===== config.mk =====
export PLATFORM = sky130hd
export DESIGN_NAME = decode_stage
export DESIGN_NICKNAME = d
export VERILOG_FILES = /design/src/rtl/decode_stage.sv
export SDC_FILE = /design/constraint.sdc
export NUM_CORES = 1
export LEC_CHECK = 0
export CORE_MARGIN = 8
export CORE_UTILIZATION = 49
export DETAILED_ROUTE_END_ITERATION = 8
export HOLD_SLACK_MARGIN = 0.15
export MAX_ROUTING_LAYER = met4
export PLACE_DENSITY = 0.81
export SYNTH_ARGS = -nofsm -noshare
export SYNTH_HDL_FRONTEND = slang
export SYNTH_SLANG_ARGS = --single-unit

===== constraint.sdc =====
create_clock -name i_clk -period 2.2 [get_ports i_clk]
set_input_delay 0.44 -clock i_clk [delete_from_list [all_inputs] [get_ports i_clk]]
set_output_delay 0.44 -clock i_clk [all_outputs]
set_load 0.005 [all_outputs]

===== src/rtl/decode_stage.sv =====
// RV32I decode stage: decodes R/I-type ALU instructions into an execute bundle.
// A registered output slot plus a one-entry skid buffer give full throughput
// under backpressure while keeping o_ready a pure flop output.
module decode_stage #(
  parameter int DATA_WIDTH = 32  // only 32 is meaningful for RV32I
) (
  input  logic                  i_clk,
  input  logic                  i_reset_n,
  input  logic [DATA_WIDTH-1:0] i_instr,
  input  logic [DATA_WIDTH-1:0] i_pc,
  input  logic                  i_valid,
  output logic                  o_ready,
  input  logic                  i_flush,
  output logic                  o_valid,
  input  logic                  i_ready,
  output logic [DATA_WIDTH-1:0] o_pc,
  output logic [4:0]            o_rd,
  output logic [4:0]            o_rs1,
  output logic [4:0]            o_rs2,
  output logic [DATA_WIDTH-1:0] o_imm,
  output logic [3:0]            o_alu_op,
  output logic                  o_alu_src_imm,
  output logic                  o_reg_write,
  output logic                  o_illegal
);

  typedef enum logic [3:0] {
    ALU_ADD = 4'd0, ALU_SUB = 4'd1, ALU_SLL = 4'd2, ALU_SLT = 4'd3, ALU_SLTU = 4'd4,
    ALU_XOR = 4'd5, ALU_SRL = 4'd6, ALU_SRA = 4'd7, ALU_OR  = 4'd8, ALU_AND  = 4'd9
  } alu_op_e;

  localparam logic [6:0] OPC_R   = 7'b0110011;
  localparam logic [6:0] OPC_I   = 7'b0010011;
  localparam logic [6:0] F7_BASE = 7'b0000000;
  localparam logic [6:0] F7_ALT  = 7'b0100000;

  typedef struct packed {
    logic [DATA_WIDTH-1:0] pc;
    logic [4:0]            rd;
    logic [4:0]            rs1;
    logic [4:0]            rs2;
    logic [DATA_WIDTH-1:0] imm;
    logic [3:0]            alu_op;
    logic                  alu_src_imm;
    logic                  reg_write;
    logic                  illegal;
  } bundle_t;

  bundle_t dec;
  bundle_t out_q, out_d, skid_q, skid_d;
  logic    out_vld_q, out_vld_d, skid_vld_q, skid_vld_d;
  logic    acc_in, out_free;

  logic [6:0] opc, f7;
  logic [2:0] f3;
  logic       legal;
  alu_op_e    op;

  assign opc = i_instr[6:0];
  assign f3  = i_instr[14:12];
  assign f7  = i_instr[31:25];

  // Combinational decode of the word currently offered by fetch.
  always_comb begin
    legal           = 1'b0;
    op              = ALU_ADD;
    dec             = '0;
    dec.pc          = i_pc;
    dec.rd          = i_instr[11:7];
    dec.rs1         = i_instr[19:15];
    dec.rs2         = i_instr[24:20];
    dec.imm         = {{(DATA_WIDTH-12){i_instr[31]}}, i_instr[31:20]};
    dec.alu_src_imm = 1'b0;
    case (f3)
      3'b000:  op = ALU_ADD;
      3'b001:  op = ALU_SLL;
      3'b010:  op = ALU_SLT;
      3'b011:  op = ALU_SLTU;
      3'b100:  op = ALU_XOR;
      3'b101:  op = (f7 == F7_ALT) ? ALU_SRA : ALU_SRL;
      3'b110:  op = ALU_OR;
      default: op = ALU_AND;
    endcase
    if (opc == OPC_R) begin
      // funct7 alternate form only exists for sub and sra
      legal   = (f7 == F7_BASE) || (f7 == F7_ALT && (f3 == 3'b000 || f3 == 3'b101));
      if (f3 == 3'b000 && f7 == F7_ALT) op = ALU_SUB;
      dec.imm = '0;
    end else if (opc == OPC_I) begin
      case (f3)
        3'b001:  legal = (f7 == F7_BASE);
        3'b101:  legal = (f7 == F7_BASE) || (f7 == F7_ALT);
        default: legal = 1'b1;
      endcase
      // shifts carry a zero-extended shamt instead of a signed immediate
      if (f3 == 3'b001 || f3 == 3'b101)
        dec.imm = {{(DATA_WIDTH-5){1'b0}}, i_instr[24:20]};
      dec.rs2         = '0;
      dec.alu_src_imm = 1'b1;
    end
    if (legal) begin
      dec.alu_op    = op;
      dec.reg_write = (dec.rd != 5'd0);
      dec.illegal   = 1'b0;
    end else begin
      // illegal words keep raw register fields but must not write or use imm
      dec.rs2         = i_instr[24:20];
      dec.imm         = {{(DATA_WIDTH-12){i_instr[31]}}, i_instr[31:20]};
      dec.alu_op      = ALU_ADD;
      dec.alu_src_imm = 1'b0;
      dec.reg_write   = 1'b0;
      dec.illegal     = 1'b1;
    end
  end

  assign acc_in   = i_valid && o_ready && !i_flush;
  assign out_free = !out_vld_q || i_ready;

  // Next state of output slot and skid: skid always drains first to keep order.
  always_comb begin
    out_d      = out_q;
    out_vld_d  = out_vld_q;
    skid_d     = skid_q;
    skid_vld_d = skid_vld_q;
    if (i_flush) begin
      out_vld_d  = 1'b0;
      skid_vld_d = 1'b0;
    end else if (out_free) begin
      if (skid_vld_q) begin
        out_d      = skid_q;
        out_vld_d  = 1'b1;
        skid_vld_d = acc_in;
        if (acc_in) skid_d = dec;
      end else begin
        out_vld_d = acc_in;
        if (acc_in) out_d = dec;
      end
    end else if (acc_in) begin
      skid_d     = dec;
      skid_vld_d = 1'b1;
    end
  end

  // State registers; reset discards everything in flight.
  always_ff @(posedge i_clk or negedge i_reset_n) begin
    if (!i_reset_n) begin
      out_q      <= '0;
      out_vld_q  <= 1'b0;
      skid_q     <= '0;
      skid_vld_q <= 1'b0;
    end else begin
      out_q      <= out_d;
      out_vld_q  <= out_vld_d;
      skid_q     <= skid_d;
      skid_vld_q <= skid_vld_d;
    end
  end

  assign o_ready       = !skid_vld_q;
  assign o_valid       = out_vld_q;
  assign o_pc          = out_q.pc;
  assign o_rd          = out_q.rd;
  assign o_rs1         = out_q.rs1;
  assign o_rs2         = out_q.rs2;
  assign o_imm         = out_q.imm;
  assign o_alu_op      = out_q.alu_op;
  assign o_alu_src_imm = out_q.alu_src_imm;
  assign o_reg_write   = out_q.reg_write;
  assign o_illegal     = out_q.illegal;

endmodule


; Word level (Yosys, flattened, before mapping)
; Cells that the tools add are included.
; W data, S select, Z words.
[classes]
n_eq_ne = 10
mux = 29
n_bitwise = 1
reduce_logical = 20
[ops]
columns = cell, count
row1 = $mux W86, 5
row2 = $mux W37, 2
row3 = $mux W32, 2
row4 = $pmux W4 S7, 1
row5 = $eq A7 B6 Y1 const B, 2
row6 = $mux W1, 13
row7 = $mux W4, 3
row8 = $eq A3 B3 Y1 const B, 3
row9 = $eq A7 B5 Y1 const B, 1
row10 = $logic_not A7 Y1, 1
row11 = $eq A3 B2 Y1 const B, 2
row12 = $logic_or A1 B1 Y1, 5
row13 = $mux W5, 1
row14 = $reduce_bool A5 Y1, 1
row15 = $logic_and A1 B1 Y1, 4
row16 = $reduce_bool A2 Y1, 2
row17 = $eq A3 B1 Y1 const B, 1
row18 = $logic_not A1 Y1, 3
row19 = $logic_not A3 Y1, 1
row20 = $reduce_and A3 Y1, 1
row21 = $reduce_bool A3 Y1, 1
row22 = $mux W2, 1
row23 = $ne A2 B2 Y1 const B, 1
row24 = $pmux W1 S2, 1
row25 = 2 further kinds, 2
[word_totals]
reg_bits = 174
out_inout_bits = 88
wordCells = 80

; Depth between registers and ports, before layout
; Gate-level depths: netlist (run 1).
[logic_depth]
word_depth = 9
ltp_mapped = 8
mapped_depth_nobuf = 5

; Worst setup path after synthesis (run 1)
; Ideal clock, no wire load.
[synth_timing]
kind = input -> register
startpoint = input port i_instr[25]
endpoint = register out_q, in the netlist o_rs2[2]
setup_ns = 0.135
arrival_ns = 1.664
t_required_ns = 2.065
slack_ns = 0.401
cell_stages = 7
n_path_buf = 2
path_cell_list = nor4_4 -> a31oi_1 -> or3_1 -> buf_2 -> buf_6 -> a31oi_1 -> o21ai_0
[synth_via]
elab_chain_cells = 8
[synth_lines]
columns = element, line_no
row1 = start: declaration, 9  ; input logic [DATA_WIDTH-1:0] i_instr,
row2 = $eq A7 B6 Y1 / $logic_not A7 Y1 (equally long branches), "86, 92, 91"
row3 = $logic_or A1 B1 Y1, 92  ; 3'b101: legal = (f7 == F7_BASE) || (f7 == F7_ALT);
row4 = $pmux W1 S2, 90  ; case (f3)
row5 = $mux W1, 89  ; end else if (opc == OPC_I) begin
row6 = $mux W1 (*), 84  ; if (opc == OPC_R) begin
row7 = $mux W37 (*), 101  ; if (legal) begin
row8 = $mux W86 (*), 136  ; if (acc_in) out_d = dec;
row9 = $mux W86 (*), 129  ; if (skid_vld_q) begin
row10 = end signal: assignment, 152  ; out_q <= out_d;
row11 = end: declaration, 50  ; bundle_t out_q, out_d, skid_q, skid_d;
; Every way passes the cells marked *; elsewhere a longest branch is shown, timed or not. The select of a mux whose other input is x is not followed.
; A chain may end at the register's enable or synchronous reset.

; Worst setup path after layout (run 1)
[layout_timing]
startpoint = input port i_instr[25]
endpoint = register out_q, in the netlist o_rs2[4]
; Same word-level chain as after synthesis.

==> flow_metrics.env, run 1 <==
export IMPL_status="finished, final reports clean"
export IMPL_tightest_slew_ns=0.4699
export IMPL_design_area_um2=8253
export IMPL_grt_pass1_wl_mm=24.34
export IMPL_drtIter0Drc=354
export IMPL_clk_pin_slew_ns=0.06
export IMPL_max_cap_violations=0
export IMPL_synthDistinctLibCells=33
export IMPL_placed_cells=808
export IMPL_clock_path_buffers=2
export IMPL_rsz0062_at_grt="false"
export IMPL_antenna_found_initial=0
export IMPL_clk_latency_ns=0.41
export IMPL_ant_nets=0
export IMPL_preCtsSetupSlack_ns=-0.2294
export IMPL_synth_nets=601
export IMPL_die_h_um=125.9
export IMPL_cp_max_fo=13
export IMPL_drc=0
export IMPL_r2r_end="o_reg_write"
export IMPL_synth_edff_count=0
export IMPL_numCtsBuffers=17
export IMPL_synthesis_area_um2=5916
export IMPL_holdPathStages=2
export IMPL_cts_tree="built"
export IMPL_period_needed_ns=2.011
export IMPL_hold_class="reg -> reg"
export IMPL_synth_commonest_cells="dfrtp_1 (134), nand2_1 (88), o21ai_0 (75)"
export IMPL_synth_top_area_share=0.5668
export IMPL_slew_viol_final=0
export IMPL_max_freq_ghz=0.4972
export IMPL_yosysMostFrequentCell="dfrtp_1"
export IMPL_finalWirelength_mm=14.69
export IMPL_globalplace_congestion=0.7973
export IMPL_synth_seq_area_share=0.5668
export IMPL_setup_viol=0
export IMPL_placed_cell_area_um2=7692
export IMPL_whs_ns=0.4702
export IMPL_async_flop_share=1.000
export IMPL_hp_start="skid_q[7]"
export IMPL_hold_viol=0
export IMPL_port_buffers=156
export IMPL_synth_top_area_cell="dfrtp_1"
export IMPL_pin_count=157
export IMPL_ir_drop_mv=0.5251
export IMPL_placementRows=40
export IMPL_final_setup_skew_ns=0.01043
export IMPL_dp_hpwl_mm=10.63
export IMPL_clockRootBuffer="clkbuf_16"
export IMPL_layout_setup_ws_ns=0.1887
export IMPL_post_layout_nonfiller_instances=844
export IMPL_power_density_nw_per_um2=848.2
export IMPL_cp_arrival_ns=2.29
export IMPL_cellLeakagePower_nw=3.568
export IMPL_clock_sinks=134
export IMPL_critPathKind="in -> reg"
export IMPL_drive_above_1_share=0.1607
export IMPL_r2r_cells=5
export IMPL_dieArea_um2=15840
export IMPL_whs_endpoint="skid_q[7]"
export IMPL_dominantRegCellSynth="dfrtp_1"
export IMPL_syn_area_per_cell_um2=11.12
export IMPL_fin_util=0.6929
export IMPL_ys_ff_latch=134
export IMPL_endpoint_kind="flop"
export IMPL_via_per_inst=5.293
export IMPL_fin_nets=755
export IMPL_synthCells=532
export IMPL_core_um2=11910
export IMPL_drt_pass1_iter_count=4
export IMPL_start_util=0.4966
export IMPL_ys_warnings_count=0
export IMPL_reg2reg_slack_ns=0.33
export IMPL_die_w_um=125.9
export IMPL_syn_to_final_growth_pct=39.51
export IMPL_grt_overflow_total=0
export IMPL_grt_max_degree=54
export IMPL_grt_util_all_layers=0.1960
export IMPL_required_ns=2.48
export IMPL_synthTopCellsByArea="dfrtp_1 (57%), mux2_2 (9.1%), mux2i_1 (8.3%)"
export IMPL_timing_rr_start="skid_vld_q"
export IMPL_cp_start_kind="input port"
export IMPL_post_drt_wl_per_cell_um=17.41
export IMPL_diodes=0
export IMPL_grt_pass1_vias=4950
export IMPL_cts_max_level=4
export IMPL_timing_final_crit_share=0.9142
export IMPL_maxSlewHeadroom=0.6867
export IMPL_vias=4467
==> registers in the layout (all words and copies together), names as in the netlist <==
register and count:
o_illegal 1, o_valid 1, o_rd 5, o_rs2 5, o_alu_op 4, o_imm 12
skid_q 66, o_rs1 5, o_alu_src_imm 1, o_pc 32, o_reg_write 1, skid_vld_q 1
==> worst max path at each step <==
stage	startpoint	end	slack, ns	depth (start not counted)
finish	i_instr[25]	o_rs2[4]	0.19	7
global route	i_instr[25]	o_rs2[4]	0.11	7
CTS	skid_vld_q	o_ready	0.04	2
detailed placement	i_instr[25]	o_rs2[4]	-0.23	7
global placement	i_instr[25]	o_rs2[3]	-0.17	7
floorplan	i_instr[25]	o_rs2[2]	0.40	7
==> power by group <==
| group | leakage, nW | internal (mW) | switching, mW | total, mW |
|---|---|---|---|---|
| Sequential | 1.67 | 2.93 | 0.259 | 3.19 |
| Combinational | 1.65 | 0.841 | 0.498 | 1.34 |
| Clock | 0.250 | 1.51 | 0.964 | 2.47 |
| Total | 3.57 | 5.28 | 1.72 | 7.00 |
==> cells by family after synthesis <==
| group | count (synthesis) | synth area share |
|---|---|---|
| buffers and inverters | 57 | 0.05245 |
| multiplexers | 97 | 0.1743 |
| AO/OA/AOI/OAI | 111 | 0.1032 |
| AND/OR/NAND/NOR | 133 | 0.1032 |
| flip-flops | 134 | 0.5668 |
==> layer usage <==
layer	GRT usage	part of all wire	vias to the layer above	wire, um
met3	0.07806	0.079	20	1157
met1	0.2217	0.43	2163	6341
li1	-	-	2134	-
met5	-	0	-	0
met4	0.06299	0.015	0	227
met2	0.3137	0.47	150	6962
==> repair_timing <==
item                                    in CTS  in global routing
setup buffers                                0                  5
endpoints found under the hold margin       47                  0
gates resized for setup                      1                  0
endpoints found under the setup margin      21                  1
hold buffers                                 1                  0
==> cell usage in the layout, fill, tap and decap left out, drive strengths merged, types with 5 or more instances in the layout <==
cell             n
a21oi           14
o21ai           75
buf             33
o31ai           10
a31oi            6
and2             5
clkbuf          26
mux2            48
clkdlybuf4s50  155
mux2i           49
dfrtp          134
nand2           88
and3            10
nor2             8
==> worst max-delay path: stages <==
cell             delay, ns
clkdlybuf4s50_1       0.47
nor4_4                0.36
a31oi_1               0.16
or3_1                 0.39
buf_4                 0.19
a31oi_1               0.17
o21ai_0               0.10
==> cell type report <==
cell class | instances | area (um2)
Fill cell | 906 | 3659
Sequential cell | 134 | 3358
Multi-Input combinational cell | 341 | 2275
Timing Repair Buffer | 189 | 1913
Clock buffer | 26 | 489.2
Tap cell | 147 | 183.9
Clock inverter | 4 | 22.52
Inverter | 3 | 11.26
==> through the flow <==
stage                     power (mW)  setup TNS [ns]
after floorplan                3.751               0
after global placement         4.489          -2.349
after detailed placement       4.583          -4.719
after CTS                      7.076               0
after global routing           7.342               0
final                          7.001               0
Note: power is estimated with default switching activity, not from simulation.
==> run 2: changes to the inputs <==
CORE_MARGIN = 3   (was 8)
CTS_BUF_LIST = sky130_fd_sc_hd__clkbuf_8   (was not set)
==> flow_metrics.env, run 2 (synthesis results as in run 1) <==
export IMPL_status="finished, final reports clean"
export IMPL_critPathSlowestCell="dfrtp_2"
export IMPL_grt_util_all_layers=0.2235
export IMPL_clockRootBuffer="clkbuf_8"
export IMPL_p_seq_frac=0.479
export IMPL_grt_overflow_total=0
export IMPL_power_frac_comb=0.198
export IMPL_timing_final_crit_share=0.9241
export IMPL_ir_drop_mv=0.4581
export IMPL_syn_to_final_growth_pct=36.21
export IMPL_path_buf_inv=1
export IMPL_grt_pass1_vias=4638
export IMPL_hold_viol=0
export IMPL_cp_arrival_ns=1.59
export IMPL_endpoint_kind="primary output"
export IMPL_layout_setup_ws_ns=0.1669
export IMPL_max_cap_violations=0
export IMPL_port_buffers=156
export IMPL_p_int_mw=4.993
export IMPL_clk_latency_ns=0.42
export IMPL_cellLeakagePower_nw=3.491
export IMPL_globalplace_congestion=0.8320
export IMPL_whs_ns=0.4720
export IMPL_cpLargestDelayFamily="flip-flops"
export IMPL_drc=0
export IMPL_preCtsSetupSlack_ns=-0.2599
export IMPL_largest_reg_flops=66
export IMPL_diodes=0
export IMPL_setup_viol=0
export IMPL_required_ns=1.76
export IMPL_via_per_inst=5.402
export IMPL_cpPeakStageDelay_ns=0.59
export IMPL_ant_nets=0
export IMPL_final_setup_skew_ns=0.008310
export IMPL_cp_max_fo=22
export IMPL_drt_pass1_iter_count=5
export IMPL_placed_cells=802
export IMPL_critPathKind="reg -> out"
export IMPL_placed_cell_area_um2=7630
export IMPL_dp_hpwl_mm=9.723
export IMPL_regMostFlops="skid_q"
export IMPL_drive_above_1_share=0.1546
export IMPL_max_freq_ghz=0.4919
export IMPL_numCtsBuffers=17
export IMPL_antenna_found_initial=0
export IMPL_die_h_um=115.9
export IMPL_fin_util=0.6938
export IMPL_pin_count=157
export IMPL_cts_tree="built"
export IMPL_core_um2=11610
export IMPL_swShare=0.2482
export IMPL_cts_max_level=4
export IMPL_grt_max_degree=87
export IMPL_vias=4511
export IMPL_design_area_um2=8058
export IMPL_maxSlewHeadroom=0.6338
export IMPL_clock_path_buffers=2
export IMPL_netSwitchingPower_mw=1.648
export IMPL_die_w_um=115.9
export IMPL_hold_class="reg -> reg"
export IMPL_cp_start_kind="flop"
export IMPL_slew_viol_final=0
export IMPL_start_util=0.5094
export IMPL_finalWirelength_mm=13.76
export IMPL_grt_pass1_wl_mm=22.61
export IMPL_drtIter0Drc=208
export IMPL_placementRows=39
export IMPL_post_layout_nonfiller_instances=835
export IMPL_period_needed_ns=2.033
export IMPL_layout_commonest_cell="clkdlybuf4s50_1"
export IMPL_p_clk_frac=0.323
export IMPL_rsz0062_at_grt="false"
export IMPL_dieArea_um2=13430
export IMPL_clock_sinks=134
export IMPL_post_drt_wl_per_cell_um=16.48
export IMPL_cts_setup_buffers=0
export IMPL_cp_cell_sequence="clkdlybuf4s50_1"
export IMPL_final_cell_mix="clkdlybuf4s50_1 (155), dfrtp_1 (132), nand2_1 (88)"
export IMPL_clk_pin_slew_ns=0.07
export IMPL_fin_nets=748
export IMPL_tightest_slew_ns=0.5494
export IMPL_power_density_nw_per_um2=824.1
==> run 2: final timing paths <==
kind                                 from     endpoint  slack (ns)  cells past startpoint
max in group asynchronous       i_reset_n   skid_q[49]        1.00                      3
worst min-delay path            skid_q[1]    skid_q[1]        0.47                      2
worst max-delay path            o_imm[30]    o_imm[22]        0.17                      1
worst max register to register    o_valid  o_alu_op[2]        0.49                      5
worst min register to register  skid_q[1]    skid_q[1]        0.47                      2
min in group asynchronous       i_reset_n   skid_q[58]        0.55                      2
==> run 2: through the flow <==
| step | total power, mW | setup TNS [ns] |
|---|---|---|
| detailed placement | 4.555 | -4.475 |
| floorplan | 3.751 | 0 |
| global route | 6.999 | 0 |
| global placement | 4.469 | -3.117 |
| finish | 6.641 | 0 |
| CTS | 6.709 | 0 |
==> run 2: layout make-up <==
class                           count  area, um2
Clock buffer                       18      247.7
Inverter                            3      11.26
Fill cell                         862       3556
Clock inverter                     14      168.9
Timing Repair Buffer              182       1823
Tap cell                          143      178.9
Multi-Input combinational cell    341       2270
Sequential cell                   134       3358
==> run 2: tightest hold or removal path, delay by kind of cell, from the launching register on <==
| kind | cells | cell delay, ns |
|---|---|---|
| compound gates | 1 | 0.05 |
| flops | 1 | 0.34 |
| simple gates | 1 | 0.05 |
==> run 2: power by group through the flow <==
stage	clock, mW	sequential, mW	combinational, mW
global route	2.31	3.24	1.46
floorplan	0	3.18	0.575
CTS	2.19	3.18	1.34
finish	2.15	3.18	1.32
global placement	0	3.19	1.28
detailed placement	0	3.22	1.33
==> run 2: metal layers <==
layer,up-vias,global-route usage,part of all wire
li1,2126,-,-
met1,2221,0.2849,0.43
met2,154,0.3456,0.48
met3,10,0.07728,0.082
met4,0,0.05568,0.0072
met5,-,-,0
==> run 2: what timing repair did <==
| action | 4_1_cts | 5_1_grt |
|---|---|---|
| endpoints found under the hold margin | 54 | 0 |
| endpoints found under the setup margin | 21 | 0 |
| hold buffers | 1 | 0 |
| resized for setup | 1 | 0 |
==> run 3: changes to the inputs <==
CTS_BUF_LIST = sky130_fd_sc_hd__clkbuf_16   (was sky130_fd_sc_hd__clkbuf_8)
CTS_CLUSTER_DIAMETER = 30   (was not set)
==> flow_metrics.env, run 3 (synthesis results as in run 1) <==
export IMPL_syn_to_final_growth_pct=39.28
export IMPL_grt_pass1_wl_mm=22.84
export IMPL_final_setup_skew_ns=0.007207
export IMPL_timing_final_crit_share=0.9205
export IMPL_drt_pass1_iter_count=4
export IMPL_power_density_nw_per_um2=894.4
export IMPL_drc=0
export IMPL_clockRootBuffer="clkbuf_16"
export IMPL_clk_pin_slew_ns=0.05
export IMPL_post_drt_wl_per_cell_um=16.67
export IMPL_grt_pass1_vias=4702
export IMPL_clk_latency_ns=0.41
export IMPL_max_freq_ghz=0.4938
export IMPL_wl_met2_mm=6.789
export IMPL_period_needed_ns=2.025
export IMPL_reg2reg_slack_ns=0.48
export IMPL_drive_above_1_share=0.1532
export IMPL_die_w_um=115.9
export IMPL_hold_class="reg -> reg"
export IMPL_cp_arrival_ns=2.29
export IMPL_multi_input_area_um2=2270
export IMPL_pin_count=157
export IMPL_drt_met1_wl_mm=5.940
export IMPL_maxSlewHeadroom=0.6331
export IMPL_antenna_found_initial=0
export IMPL_total_power_mw=7.369
export IMPL_die_h_um=115.9
export IMPL_setup_viol=0
export IMPL_clock_path_buffers=2
export IMPL_ant_nets=0
export IMPL_dieArea_um2=13430
export IMPL_cts_max_level=4
export IMPL_numCtsBuffers=17
export IMPL_required_ns=2.47
export IMPL_ir_drop_mv=0.5409
export IMPL_max_cap_violations=0
export IMPL_hold_viol=0
export IMPL_placed_cell_area_um2=7630
export IMPL_cellLeakagePower_nw=3.573
export IMPL_rsz0062_at_grt="false"
export IMPL_cts_setup_buffers=0
export IMPL_fin_util=0.7094
export IMPL_slew_viol_final=0
export IMPL_n_fill_cell=832
export IMPL_final_cell_mix="clkdlybuf4s50_1 (155), dfrtp_1 (132), nand2_1 (88)"
export IMPL_placementRows=39
export IMPL_via_per_inst=5.387
export IMPL_start_util=0.5094
export IMPL_grt_max_degree=87
export IMPL_core_um2=11610
export IMPL_largest_reg_flops=66
export IMPL_seq_area_um2=3358
export IMPL_clock_sinks=134
export IMPL_fin_nets=748
export IMPL_finalWirelength_mm=13.92
export IMPL_route_met3_wl_mm=1.065
export IMPL_endpoint_kind="flop"
export IMPL_preCtsSetupSlack_ns=-0.2599
export IMPL_vias=4498
export IMPL_highest_layer="met4"
export IMPL_port_buffers=156
export IMPL_globalplace_congestion=0.8320
export IMPL_diodes=0
export IMPL_grt_overflow_total=0
export IMPL_status="finished, final reports clean"
export IMPL_regMostFlops="skid_q"
export IMPL_cp_max_fo=13
export IMPL_layout_commonest_cell="clkdlybuf4s50_1"
export IMPL_dp_hpwl_mm=9.723
export IMPL_cp_start_kind="input port"
export IMPL_drtIter0Drc=239
export IMPL_tightest_slew_ns=0.5504
export IMPL_critPathKind="in -> reg"
export IMPL_layout_setup_ws_ns=0.1750
export IMPL_cts_tree="built"
export IMPL_design_area_um2=8239
export IMPL_grt_util_all_layers=0.2256
==> run 3: final timing paths <==
kind,depth (start not counted),start,end
setup / recovery,7,i_instr[26],o_rs2[3]
hold / removal,2,skid_q[7],skid_q[7]
setup reg to reg,5,o_valid,o_alu_op[2]
hold reg to reg,2,skid_q[7],skid_q[7]
max in group asynchronous,3,i_reset_n,skid_q[49]
min in group asynchronous,2,i_reset_n,skid_q[58]
==> run 3: cell type report <==
type	count	share of cell area
Clock buffer	17	0.05163
Clock inverter	15	0.02096
Inverter	3	0.001367
Multi-Input combinational cell	341	0.2755
Sequential cell	134	0.4076
Tap cell	143	0.02172
Timing Repair Buffer	182	0.2213
==> run 3: report_power, final <==
| group | total, mW | switching, mW | internal [mW] |
|---|---|---|---|
| clock network | 2.86 | 1.00 | 1.86 |
| logic | 1.32 | 0.488 | 0.831 |
| registers | 3.19 | 0.257 | 2.93 |
==> run 3: what timing repair did <==
| item | in CTS | in global routing |
|---|---|---|
| resized for setup | 1 | 0 |
| endpoints found under the setup margin | 21 | 0 |
| hold endpoints to repair | 54 | 0 |
| hold buffers | 1 | 0 |
==> run 3: worst max-delay path: stages <==
cell and delay [ns]:
clkdlybuf4s50_1 0.50, nor4_4 0.36, a31oi_1 0.14, or3_1 0.39, buf_4 0.20, a31oi_1 0.17
o21ai_0 0.10
==> run 3: metrics by stage <==
stage          hold WS (ns)  TNS (ns)  cells
6_report             0.4730         0    835
5_1_grt              0.4972         0    835
4_1_cts              0.4758         0    835
3_5_place_dp         0.4522    -4.475    802
3_3_place_gp         0.4421    -3.117    802
2_1_floorplan        0.1444         0    532
==> run 3: routing by layer <==
layer | GRT usage | vias up
li1 | - | 2130
met1 | 0.2821 | 2202
met2 | 0.3571 | 154
met3 | 0.07050 | 12
met4 | 0.06265 | 0
met5 | - | -
